File: config.mk
export PLATFORM = sky130hd
export DESIGN_NAME = uart_tx
export DESIGN_NICKNAME = d
export VERILOG_FILES = /design/src/rtl/uart_tx.sv
export SDC_FILE = /design/constraint.sdc
export NUM_CORES = 1
export LEC_CHECK = 0
export BUFFER_PORTS_ARGS = -buffer_cell sky130_fd_sc_hd__buf_2
export CAP_MARGIN = 30
export CORE_ASPECT_RATIO = 0.7
export CORE_MARGIN = 2
export CORE_UTILIZATION = 45
export DETAILED_ROUTE_END_ITERATION = 8
export PLACE_DENSITY = 0.66
export SLEW_MARGIN = 20
export SYNTH_ARGS = -nofsm -noshare
export SYNTH_HDL_FRONTEND = slang
export SYNTH_SLANG_ARGS = --single-unit
File: constraint.sdc
create_clock -name clk -period 3.19 [get_ports clk]
set_input_delay 0.319 -clock clk [delete_from_list [all_inputs] [get_ports clk]]
set_output_delay 0.319 -clock clk [all_outputs]
set_load 0.05 [all_outputs]
File: src/rtl/uart_tx.sv
// UART transmitter with a one-byte holding register, optional parity and
// programmable oversampling for data and stop periods.
// Latency: an accepted byte leaves IDLE one clk after acceptance; frames
//   run back to back with no idle ticks between them.
// Backpressure: tx_ready drops while the holding register is full; tx_start
//   is ignored until the register empties (when its byte enters START).
//
// Ports:
//   clk          system clock, all state changes on its rising edge
//   rst_n        asynchronous active-low reset
//   tick         one-clk oversampling strobe from the baud generator
//   tx_start     request to accept din (taken when tx_ready is high)
//   din          data word, copied into the holding register on acceptance
//   tx_ready     holding register empty
//   tx           registered serial output, idle high
//   tx_busy      FSM outside IDLE
//   tx_done_tick one-clk pulse at the end of the stop period
module uart_tx #(
  parameter int DBIT    = 8,   // data bits per frame
  parameter int DB_TICK = 16,  // ticks per start/data/parity bit
  parameter int SB_TICK = 16,  // ticks per stop period
  parameter int PARITY  = 0    // 0 none, 1 even, 2 odd
) (
  input  logic            clk,
  input  logic            rst_n,
  input  logic            tick,
  input  logic            tx_start,
  input  logic [DBIT-1:0] din,
  output logic            tx_ready,
  output logic            tx,
  output logic            tx_busy,
  output logic            tx_done_tick
);

  // The tick counter must reach the larger of the two period lengths.
  localparam int TMAX = (DB_TICK > SB_TICK) ? DB_TICK : SB_TICK;
  localparam int SW   = (TMAX > 1) ? $clog2(TMAX) : 1;
  localparam int NW   = (DBIT > 1) ? $clog2(DBIT) : 1;

  localparam logic [SW-1:0] S_DB_LAST = SW'(DB_TICK - 1);
  localparam logic [SW-1:0] S_SB_LAST = SW'(SB_TICK - 1);
  localparam logic [NW-1:0] N_LAST    = NW'(DBIT - 1);
  localparam logic          PAR_INV   = (PARITY == 2);

  typedef enum logic [2:0] {
    IDLE,
    START,
    DATA,
    PAR,
    STOP
  } state_t;

  state_t          state_q, state_d;
  logic [SW-1:0]   s_q, s_d;
  logic [NW-1:0]   n_q, n_d;
  logic [DBIT-1:0] b_q, b_d;
  logic            par_q, par_d;
  logic            tx_q, tx_d;
  logic            done_q, done_d;

  logic [DBIT-1:0] hold_q;
  logic            hold_full_q;
  logic            accept;
  logic            load;

  // Acceptance and hand-off to the FSM are mutually exclusive: accept needs
  // an empty register, load needs a full one.
  assign accept = tx_start && !hold_full_q;
  assign load   = (state_q == IDLE) && hold_full_q;

  // ------------------------------------------------------------------
  // Holding register
  // ------------------------------------------------------------------
  always_ff @(posedge clk or negedge rst_n) begin
    if (!rst_n) begin
      hold_q      <= '0;
      hold_full_q <= 1'b0;
    end else begin
      if (accept) begin
        hold_q      <= din;
        hold_full_q <= 1'b1;
      end else if (load) begin
        hold_full_q <= 1'b0;
      end
    end
  end

  // ------------------------------------------------------------------
  // FSM state and datapath registers
  // ------------------------------------------------------------------
  always_ff @(posedge clk or negedge rst_n) begin
    if (!rst_n) begin
      state_q <= IDLE;
      s_q     <= '0;
      n_q     <= '0;
      b_q     <= '0;
      par_q   <= 1'b0;
      tx_q    <= 1'b1;
      done_q  <= 1'b0;
    end else begin
      state_q <= state_d;
      s_q     <= s_d;
      n_q     <= n_d;
      b_q     <= b_d;
      par_q   <= par_d;
      tx_q    <= tx_d;
      done_q  <= done_d;
    end
  end

  // ------------------------------------------------------------------
  // Next-state logic
  // ------------------------------------------------------------------
  always_comb begin
    state_d = state_q;
    s_d     = s_q;
    n_d     = n_q;
    b_d     = b_q;
    par_d   = par_q;
    done_d  = 1'b0;

    case (state_q)
      IDLE: begin
        // Leave IDLE without waiting for a tick so back-to-back frames
        // carry no idle gap.
        if (load) begin
          b_d     = hold_q;
          par_d   = (^hold_q) ^ PAR_INV;
          s_d     = '0;
          state_d = START;
        end
      end

      START: begin
        if (tick) begin
          if (s_q == S_DB_LAST) begin
            s_d     = '0;
            n_d     = '0;
            state_d = DATA;
          end else begin
            s_d = s_q + SW'(1);
          end
        end
      end

      DATA: begin
        if (tick) begin
          if (s_q == S_DB_LAST) begin
            b_d = b_q >> 1;
            s_d = '0;
            if (n_q == N_LAST) begin
              state_d = (PARITY != 0) ? PAR : STOP;
            end else begin
              n_d = n_q + NW'(1);
            end
          end else begin
            s_d = s_q + SW'(1);
          end
        end
      end

      PAR: begin
        if (tick) begin
          if (s_q == S_DB_LAST) begin
            s_d     = '0;
            state_d = STOP;
          end else begin
            s_d = s_q + SW'(1);
          end
        end
      end

      STOP: begin
        if (tick) begin
          if (s_q == S_SB_LAST) begin
            s_d     = '0;
            done_d  = 1'b1;
            state_d = IDLE;
          end else begin
            s_d = s_q + SW'(1);
          end
        end
      end

      default: begin
        state_d = IDLE;
        s_d     = '0;
        n_d     = '0;
      end
    endcase
  end

  // ------------------------------------------------------------------
  // Line value for the next state, registered so tx never glitches and
  // only moves on a tick edge or on IDLE exit.
  // ------------------------------------------------------------------
  always_comb begin
    tx_d = 1'b1;
    case (state_d)
      IDLE:    tx_d = 1'b1;
      START:   tx_d = 1'b0;
      DATA:    tx_d = b_d[0];
      PAR:     tx_d = par_d;
      STOP:    tx_d = 1'b1;
      default: tx_d = 1'b1;
    endcase
  end

  assign tx           = tx_q;
  assign tx_ready     = !hold_full_q;
  assign tx_busy      = (state_q != IDLE);
  assign tx_done_tick = done_q;

endmodule
After elaboration in Yosys (flattened, before gate mapping)
Index checks and enable logic that the tools add are counted.
Word-level totals
  memories kept: 0
  latch bits: 0
  flip-flop bits (word level): 30
  word-level logic and storage cells: 75
  output and inout port bits: 4
  bits of input ports: 12
  bits in read-only memories: 0
  bits in writable memories: 0
Cells by class
  $lt $le $gt $ge: 0
  divide/modulo/power cells: 0
  reduce and logical (&&, ||, !) cells: 13
  bitwise gates (word level): 1
  shift-type cells: 0
  $add $sub $neg: 2
  multipliers: 0
  mux-type cells: 33
  equality and inequality tests: 16
Operators by type and width (number)
  $mux W3: 15
  $mux W8: 3
  $pmux W8 S2: 1
  $pmux W3 S5: 1
  $eq A3 B2 Y1 const B: 4
  $mux W4: 3
  $ne A2 B2 Y1 const B: 6
  $pmux W3 S3: 1
  $pmux W4 S2: 1
  $reduce_xor A8 Y1: 1
  $mux W1: 7
  $eq A3 B1 Y1 const B: 2
  $eq A3 B3 Y1 const B: 2
  $reduce_and A6 Y1: 1
  $add A4 B1 Y4 const B: 1
  $eq A4 B4 Y1 const B: 1
  $reduce_and A4 Y1: 1
  $reduce_bool A2 Y1: 2
  $reduce_or A4 Y1: 1
  $add A3 B1 Y3 const B: 1
  $logic_not A3 Y1: 1
  $pmux W1 S3: 1
  $reduce_bool A3 Y1: 1
  $reduce_or A3 Y1: 1
  other kinds (5): 6

Longest topological paths before layout
  depth in word-level cells: 7
  mapped depth: 7
  depth with buffers taken out: 7

Least setup slack after synthesis
No wires, ideal clock.
  path kind: reg2reg
  from: reg s_q[0]
  to: reg tx_q (netlist: tx)
  buffers on the path: 0
  slack: 1.600 ns
  arrival time: 1.500 ns
  setup time: 0.091 ns
  period minus slack after synthesis: 1.590 ns
  data required time: 3.099 ns
  cell stages (with the launch flop): 7
  cells stage by stage: dfrtp_1 -> ha_1 -> nand4_1 -> nor3_4 -> a221oi_2 -> a21o_1 -> o31ai_1
On the way
  longest elaborated chain between the ends: 6
  elaborated cells between the ends (all ways): 17
  classes of those cells: eq/ne (4); mux (13)
Ends and longest elaborated chain
  from (decl): RTL line 54  | logic [SW-1:0] s_q, s_d;
  from (signal assigned): RTL line 94  | s_q <= '0;
  from (signal assigned): RTL line 102  | s_q <= s_d;
  $eq A4 B4 Y1 *
  $mux W3 (on tied branches) (2 in series)
  $pmux W3 S5: RTL line 122  | case (state_q)
  $eq A3 B2 Y1 or $eq A3 B1 Y1 (tied branches): RTL line 199  | case (state_d)
  $pmux W1 S3 *: RTL line 199
  via tx_d: RTL line 58  | logic tx_q, tx_d;
  to (signal assigned): RTL line 106  | tx_q <= tx_d;
  to (decl): RTL line 58
The timed path passes the listed nets; every way through them passes the cells marked *. The select of a mux whose other input is x is not followed.
A chain may end at the register's enable or synchronous reset.

Worst setup path after layout
  from: reg state_q[0]
  to: reg tx_q (netlist: tx)
On the way
  longest elaborated chain between the ends: 6
  elaborated cells between the ends (all ways): 25
  classes of those cells: eq/ne (7); mux (16); reduce/logical (2)
Ends and longest elaborated chain
  from (decl): RTL line 53  | state_t state_q, state_d;
  from (signal assigned): RTL line 101  | state_q <= state_d;
  $mux W3 or $logic_not A3 Y1 (tied branches): RTL line 151, 69, 122
  $mux W3 or $logic_and A1 B1 Y1 (tied branches): RTL line 148, 69
  $mux W3 (on tied branches): RTL line 147, 126
  $pmux W3 S5: RTL line 122
  $eq A3 B2 Y1 or $eq A3 B1 Y1 (tied branches): RTL line 199
  $pmux W1 S3 *: RTL line 199
  via tx_d: RTL line 58
Marks and branches as above.

==> flow_summary.yaml <==
clock_tree:
  ctsHoldBuffers: 0
  cts_buffers: 5
  clk_pin_slew_ps: 60
  clock_sinks: 30
  cts_root_buf: "clkbuf_8"
  cts_tree: "built"
  htreeDepth: 2
  cts_resized: 0
  clockBufferDepth: 2
  clkLatencyLatePin_ps: 270
  post-cts-setup-buffers: 0
routing:
  post_drt_wl_per_cell_um: 14.7
  vias_per_cell: 5.45
  vias: 1036
  remaining_drc_errors: 0
  drtIter0Drc: 61
  drt-total-wl_um: 2790
  dr.pass1.iters: 4
  ant_nets: 0
sta:
  period_needed_ps: 1950
  fmax_mhz: 512
  final-hold-violation-count: 0
  clock_skew_ps: 5.16
  post-route-period-util: 0.612
  worstMarginPinSlew_ps: 764
  slew_headroom: 0.489
  setup_violations: 0
  slew_violations: 0
  rsz0062_at_grt: "false"
  setup_tns_ps: 0
synth:
  synth_compound_area_frac: 0.145
  syn-num-nets: 151
  synth_ff_type: "dfrtp_1"
  synth-xor-area-share: 0.0414
  synth-adder-area-share: 0.0254
  yosys_warnings: 0
  synth_seq_area_share: 0.508
  synthTopCellsByArea: "dfrtp_1, mux2_2, nand2_1, xnor2_1, a22oi_1"
  syn_area_per_cell_um2: 10.9
  synth_top_area_frac: 0.490
  yosysTopAreaCell: "dfrtp_1"
  synthSimpleGateAreaFrac: 0.173
  muxShareOfSynthArea: 0.0676
  synth_top_family_by_area: "simple AND/OR/NAND/NOR gates"
  synth_edf_count: 0
  yosysUniqueCellTypes: 38
  synth_area_mm2: 0.00148
  ys_async_sr_fraction: 1.00
  ys_ff_latch: 30
  syn_inst: 136
critical_path:
  worstPathRequired_ps: 3390
  crit_chain: "nor4b_4 > a21oi_2 > a221oi_2 > a21o_1 > o31ai_1"
  critPathArrivalTime_ps: 2150
  reg2reg_slack_ps: 1240
  worst_r2r_endpoint: "tx"
  crit_path_top_delay_cell: "nor4b_4"
  slowest_delay_ps: 640
  worstSetupPathType: "flop to flop"
  reg2regPathDepth: 5
  r2r_start: "state_q[0]"
  worstPathMaxFanout: 12
  endpoint_kind: "flop"
  startpoint_type: "flop"
hold_path:
  hold_path.class: "input port to asynchronous set/reset pin"
final_layout:
  nNetsFinal: 167
  diodes: 0
  drive_gt1_frac: 0.257
  fillers: 293
  area.growth.synth_to_final_pct: 12.9
power_and_ir_drop:
  power.internal_mw: 1.06
  power_frac_seq: 0.434
  switching_share: 0.348
  pwr-share-clk: 0.229
  powerDensity_mw_per_mm2: 975
  peakVddDrop_mv: 0.477
  comb_power_share: 0.336
  leakagePower_nw: 0.783
  power.switching_uw: 567
  power_mw: 1.63
floorplanning:
  pin_count: 16
  core_area_mm2: 0.00315
  die_h_um: 52.0
  dieArea_mm2: 0.00377
  start_util: 0.470
  row_count: 17
  fp.dieW_um: 72.6
place:
  place_hpwl_um: 2140
  place_congestion: 0.867
  port_buffers: 15
grt:
  grt_usage: 0.165
  grt_pass1_vias: 953
  grt_remaining_overflow: 0
  grt_pass1_wl_um: 4510
  grt_max_degree: 31
  antenna_found_initial: 0
status:
  outcome: "finished, final reports clean"
flow_run:
  cap_violations: 0
==> cell usage after synthesis, types with 2 or more instances <==
master / count
nand2_1: 19
nand4_1: 2
xnor2_1: 7
o31ai_1: 3
a22oi_1: 6
buf_6: 2
inv_1: 4
mux2_2: 8
dfrtp_1: 29
a21oi_1: 5
o21ai_1: 3
ha_1: 3
nand3_1: 6
a21o_1: 3
o21ai_0: 6
buf_2: 2
nor2_1: 7
==> power groups by stage <==
stage | registers, mW | clock network [mW] | logic, mW
4_1_cts | 0.705 | 0.386 | 0.555
2_1_floorplan | 0.672 | 0 | 0.468
6_report | 0.707 | 0.374 | 0.548
5_1_grt | 0.726 | 0.404 | 0.624
3_3_place_gp | 0.704 | 0 | 0.534
3_5_place_dp | 0.709 | 0 | 0.553
==> critical path: cells and delay by family, from the launching register on <==
kind | cells | cell delay [ps]
compound gates | 4 | 720
flops | 1 | 520
simple gates | 1 | 640
==> layer usage <==
layer  GRT usage  part of all wire  up-vias
met5           0                 0        -
met4      0.0679             0.011        0
met3      0.0620             0.047        5
met2       0.221              0.42       18
met1       0.236              0.52      505
li1            -                 -      508
==> cells in the final DEF, fill, tap and decap left out, types with 2 or more instances in the layout <==
cell / netlist / layout
ha_1: 3 / 3
nand4_1: 2 / 2
nand2_1: 19 / 19
buf_2: 2 / 15
dfrtp_1: 29 / 29
clkbuf_8: 0 / 6
nor2_1: 7 / 7
o21ai_0: 6 / 6
a21o_1: 3 / 3
xnor2_1: 7 / 7
o31ai_1: 3 / 3
o21ai_1: 3 / 3
a21oi_1: 5 / 5
nand3_1: 6 / 6
inv_1: 4 / 4
mux2_2: 8 / 8
a22oi_1: 6 / 6
==> state kept, by name, indices dropped and copies added (netlist names) <==
signal and cells:
b_q 8, hold_full_q 1, hold_q 8, n_q 3
par_q 1, s_q 4, state_q 3, tx 1
tx_done_tick 1
==> stage by stage <==
step / instances / util / cell area [um^2] / setup WS [ps] / hold slack, ps
5_1_grt: 190 / 0.531 / 1670 / 1070 / 106
3_5_place_dp: 183 / 0.495 / 1560 / 1250 / 377
2_1_floorplan: 136 / - / 1480 / 1600 / 23.4
4_1_cts: 190 / 0.531 / 1670 / 1240 / 78.5
3_3_place_gp: 183 / 0.495 / 1560 / 1360 / 379
6_report: 190 / 0.531 / 1670 / 1240 / 67.3
==> worst max path at each step <==
| stage | start | to | cells after the start |
|---|---|---|---|
| floorplan | s_q[0] | tx | 6 |
| finish | state_q[0] | tx | 5 |
| global placement | state_q[0] | tx | 5 |
| global route | state_q[0] | tx | 5 |
| detailed placement | state_q[0] | tx | 5 |
| CTS | state_q[0] | tx | 5 |
==> cell type report <==
class / instances / area (um^2) / share of cell area
timing repair buffer: 15 / 75.1 / 0.0449
inverter: 4 / 15.0 / 0.00898
sequential: 30 / 752 / 0.450
tap: 38 / 47.5 / 0.0284
clock inverter: 1 / 30.0 / 0.0180
clock buffer: 6 / 82.6 / 0.0494
multi-input combinational: 96 / 669 / 0.400
==> logic make-up after synthesis <==
logic type | after synthesis
multiplexers | 9
AND/OR/NAND/NOR | 46
adder cells (fa/ha/maj) | 3
AO/OA/AOI/OAI | 31
flip-flops | 30
buffers and inverters | 10
XOR/XNOR | 7
(Power assumes the default switching activity.)
